## src/rtl/hazard_unit.sv

```systemverilog
// Stall/flush controller: load-use and HI/LO stalls, branch flush,
// multi-cycle mult/div tracking and a saturating stall counter.
module hazard_unit #(
  parameter int MULDIV_CYCLES = 4,
  parameter int STALL_CNT_W   = 16
) (
  input  logic                   clk,
  input  logic                   rst,
  input  logic [4:0]             id_rs,
  input  logic [4:0]             id_rt,
  input  logic                   id_uses_rt,
  input  logic                   id_muldiv,
  input  logic                   id_reads_hilo,
  input  logic [4:0]             id_ex_rt,
  input  logic                   id_ex_mem_read,
  input  logic                   ex_branch_taken,
  output logic                   pc_write,
  output logic                   if_id_write,
  output logic                   if_id_flush,
  output logic                   id_ex_bubble,
  output logic                   muldiv_busy,
  output logic                   muldiv_done,
  output logic [STALL_CNT_W-1:0] stall_cycles
);

  typedef enum logic [1:0] {
    IDLE = 2'd0,
    BUSY = 2'd1,
    DONE = 2'd2
  } state_t;

  localparam logic [3:0] CNT_INIT = 4'(MULDIV_CYCLES - 1);

  state_t     state, state_nx;
  logic [3:0] cnt, cnt_nx;
  logic       load_use;
  logic       hilo_stall;
  logic       stall;
  logic       issue;

  always_comb begin
    load_use = id_ex_mem_read && (id_ex_rt != 5'd0) &&
               ((id_ex_rt == id_rs) ||
                (id_uses_rt && (id_ex_rt == id_rt)));
    hilo_stall = (state != IDLE) && (id_reads_hilo || id_muldiv);
    stall = load_use || hilo_stall;
    issue = id_muldiv && !ex_branch_taken && !stall &&
            (state == IDLE);
  end

  always_comb begin
    pc_write     = 1'b1;
    if_id_write  = 1'b1;
    if_id_flush  = 1'b0;
    id_ex_bubble = 1'b0;
    if (rst) begin
      pc_write     = 1'b0;
      if_id_write  = 1'b0;
      if_id_flush  = 1'b1;
      id_ex_bubble = 1'b1;
    end else if (ex_branch_taken) begin
      if_id_flush  = 1'b1;
      id_ex_bubble = 1'b1;
    end else if (stall) begin
      pc_write     = 1'b0;
      if_id_write  = 1'b0;
      id_ex_bubble = 1'b1;
    end
  end

  assign muldiv_busy = !rst && (state != IDLE);
  assign muldiv_done = !rst && (state == DONE);

  // A taken branch is younger than the mult/div, so it never aborts it.
  always_comb begin
    state_nx = state;
    cnt_nx   = cnt;
    case (state)
      IDLE: begin
        if (issue) begin
          state_nx = BUSY;
          cnt_nx   = CNT_INIT;
        end
      end
      BUSY: begin
        if (cnt == 4'd0) state_nx = DONE;
        else             cnt_nx   = cnt - 4'd1;
      end
      DONE:    state_nx = IDLE;
      default: state_nx = IDLE;
    endcase
  end

  always_ff @(posedge clk or posedge rst) begin
    if (rst) begin
      state <= IDLE;
      cnt   <= 4'd0;
    end else begin
      state <= state_nx;
      cnt   <= cnt_nx;
    end
  end

  always_ff @(posedge clk or posedge rst) begin
    if (rst)
      stall_cycles <= '0;
    else if (!pc_write && (stall_cycles != {STALL_CNT_W{1'b1}}))
      stall_cycles <= stall_cycles + STALL_CNT_W'(1);
  end

endmodule

```

## config.mk

```make
export PLATFORM = sky130hd
export DESIGN_NAME = hazard_unit
export DESIGN_NICKNAME = d
export VERILOG_FILES = /design/src/rtl/hazard_unit.sv
export SDC_FILE = /design/constraint.sdc
export NUM_CORES = 1
export LEC_CHECK = 0
export CAP_MARGIN = 25
export CORE_MARGIN = 5
export CORE_UTILIZATION = 45
export CTS_CLUSTER_DIAMETER = 60
export DETAILED_ROUTE_END_ITERATION = 7
export DONT_BUFFER_PORTS = 1
export SLEW_MARGIN = 20
export SYNTH_ARGS = -nofsm -noshare
export SYNTH_HDL_FRONTEND = slang
export SYNTH_SLANG_ARGS = --single-unit
```

## constraint.sdc

```tcl
create_clock -name clk -period 2.9 [get_ports clk]
set_input_delay 0.87 -clock clk [delete_from_list [all_inputs] [get_ports clk]]
set_output_delay 0.87 -clock clk [all_outputs]
set_load 0.005 [all_outputs]
```

==> impl_metrics.tcl <==
set metrics [dict create \
    drc_errors 0 \
    clk_latency_ns 0.30 \
    ctsHoldBuffers 0 \
    dp_hpwl_um 2174 \
    clockBufferDepth 2 \
    worstPathCellList "xor2_1 > nor4_2 > a32oi_2 > o31ai_4 > inv_2" \
    cts_root_buf "clkbuf_4" \
    dieArea_mm2 0.004153 \
    worst_path_max_delay_cell "o31ai_4" \
    async_flop_share_pct 100.0 \
    fp-row-count 19 \
    area_growth_pct 5.254 \
    pwr_density_cell_mw_per_mm2 719.0 \
    yosysSeqAreaShare_pct 41.28 \
    post-synth-top-area-cell "dfrtp_1" \
    synth.area.top_cells "dfrtp_1, xnor2_1, xor2_1" \
    fin_util_pct 50.04 \
    cp_max_fo 4 \
    grt_use_total_pct 13.66 \
    cts.repair.resized 0 \
    wl_met1_um 1174 \
    yosys_warnings 0 \
    route.met3.wl_um 255 \
    post_synth_num_cell_types 37 \
    layout-drive-gt1-share_pct 12.77 \
    drv_slew 0 \
    top_layer "met4" \
    final_nets 167 \
    ant_nets 0 \
    hold_path.class "in -> async" \
    multi_input_area_um2 725.7 \
    stdcell_area_mm2 0.001404 \
    cts.sinks 22 \
    viasPerCell 5.843 \
    htree_levels 1 \
    cts_buffers 3 \
    synth_edf_count 0 \
    finalHoldViolations 0 \
    syn_nets 163 \
    ir_drop_v 0.0003083 \
    num_io_pins 44 \
    cts_tree "yes" \
    port_buffers 0 \
    drtIter0Drc 30 \
    fill_cells 261 \
    fin_crit_ns 2.757 \
    grt_pass1_wl_um 4560 \
    routed-wl-met2_um 1255 \
    start_kind "input pin" \
    slew_headroom_pct 63.55 \
    crit_type "in -> out" \
    die_h_um 64.44 \
    seqCellArea_um2 550.5 \
    finalPower_mw 1.009 \
    start_util_pct 47.55 \
    grt_pass1_vias 981 \
    synth_area_mm2 0.001334 \
    critPathRequiredTime_ns 2.03 \
    firstDrtPassIters 4 \
    post_cts_buffers 0 \
    critPathArrivalTime_ns 1.89 \
    tightestPinTransition_ns 0.5467 \
    setup_violations 0 \
    wirelength_um 2694 \
    fmax_mhz 362.7 \
    fp.dieW_um 64.44 \
    avgRoutedWirePerCell_um 15.66 \
    antenna_found_initial 0 \
    synth.avg_cell_area_um2 9.665 \
    rsz0062_at_grt "false" \
    clkTransAtPathRegs_ns 0.12 \
    synth_seq_cells 22 \
    yosys_most_used_dff "dfrtp_1" \
    end_kind "output port" \
    skew_ns 0.003003 \
    vias 1005 \
    p_leak_nw 0.6018 \
    drv_cap 0 \
    synth_top_area_share_pct 41.28 \
    coreArea_mm2 0.002805 \
    antenna_cells 0 \
    critPathMaxStageDelay_ns 0.30 \
    holdWs_ns 0.3853 \
    fin_crit_sh_pct 95.06 \
    outcome "finished clean" \
    gp_congestion 0.8209 \
    synthCells 138 \
    dpl-instance-area_mm2 0.001368 \
    grt_max_degree 17 \
    grt-ovfl-total 0 \
]
critical path, delay by kind of cell:
family | cells | cell delay [ns]
AND/OR/NAND/NOR | 1 | 0.29
XOR/XNOR | 1 | 0.14
buffers and inverters | 1 | 0.07
AO/OA/AOI/OAI | 2 | 0.51
sequential cells by signal (all words and copies together) (netlist names):
name / count
cnt: 4
state: 2
stall_cycles: 16
power by group:
part	internal (mW)	leakage, nW	switching [mW]
Combinational	0.160	0.296	0.192
Clock	0.0765	0.0210	0.0880
Sequential	0.385	0.285	0.107
Total	0.622	0.602	0.387
placed cells by master (no fill, tap or decap), types with 2 or more instances in the layout:
cell type	instances
nor4_1	2
nand4_1	10
clkbuf_4	3
nand2_1	12
and3_1	5
dfrtp_1	22
xor2_1	10
inv_1	7
buf_4	3
a2bb2oi_1	2
o21ai_0	3
o21ai_1	2
a21oi_1	4
nor2_1	8
nor3_1	3
o21ai_2	2
nand3_1	8
ha_1	3
xnor2_1	14
cell families (layout without fill, tap and decap cells):
| kind of cell | Yosys count | in the layout | synth area share (%) |
|---|---|---|---|
| flip-flops | 22 | 22 | 41.28 |
| XOR/XNOR | 24 | 24 | 15.76 |
| buffers and inverters | 12 | 15 | 4.315 |
| AND/OR/NAND/NOR | 57 | 57 | 23.17 |
| adder cells (fa/ha/maj) | 3 | 3 | 2.815 |
| AO/OA/AOI/OAI | 18 | 18 | 10.70 |
| multiplexers | 2 | 2 | 1.970 |
layer usage:
metal | up-vias | GRT usage, %
met4 | 0 | 3.166
li1 | 491 | -
met2 | 40 | 23.20
met5 | - | 0
met3 | 2 | 5.699
met1 | 472 | 16.14
stage by stage:
stage | setup TNS, ns | std cells | setup WS (ns)
floorplan | -0.007934 | 138 | -0.007934
global placement | 0 | 168 | 0.1384
detailed placement | 0 | 168 | 0.1103
CTS | 0 | 172 | 0.1100
global route | 0 | 172 | 0.01780
finish | 0 | 172 | 0.1431
cell type report:
cell class / count / area share [%]
multi-input combinational: 104 / 51.69
tap: 31 / 2.763
clock buffer: 4 / 2.585
timing repair buffer: 3 / 1.604
inverter: 8 / 2.139
sequential: 22 / 39.22
synth_stat cells, types with 2 or more instances:
cell / count
a21oi_1: 4
a2bb2oi_1: 2
and3_1: 5
dfrtp_1: 22
ha_1: 3
inv_1: 8
nand2_1: 12
nand3_1: 8
nand4_1: 10
nor2_1: 8
nor3_1: 3
nor4_1: 2
o21ai_0: 3
o21ai_1: 2
o21ai_2: 2
xnor2_1: 14
xor2_1: 10
path summary, 6_finish.rpt:
check | from | slack (ns) | depth (start not counted) | to
setup reg to reg | stall_cycles[0]$_DFFE_PP0P_ | 0.82 | 6 | stall_cycles[1]$_DFFE_PP0P_
hold / removal | rst | 0.39 | 1 | cnt[1]$_DFFE_PP0P_
setup / recovery | id_ex_rt[1] | 0.14 | 5 | if_id_write
min in group clk | stall_cycles[0]$_DFFE_PP0P_ | 0.55 | 1 | stall_cycles[0]$_DFFE_PP0P_
hold reg to reg | stall_cycles[0]$_DFFE_PP0P_ | 0.55 | 1 | stall_cycles[0]$_DFFE_PP0P_
max in group asynchronous | rst | 2.00 | 2 | stall_cycles[8]$_DFFE_PP0P_
Note: power is estimated with default switching activity, not from simulation.
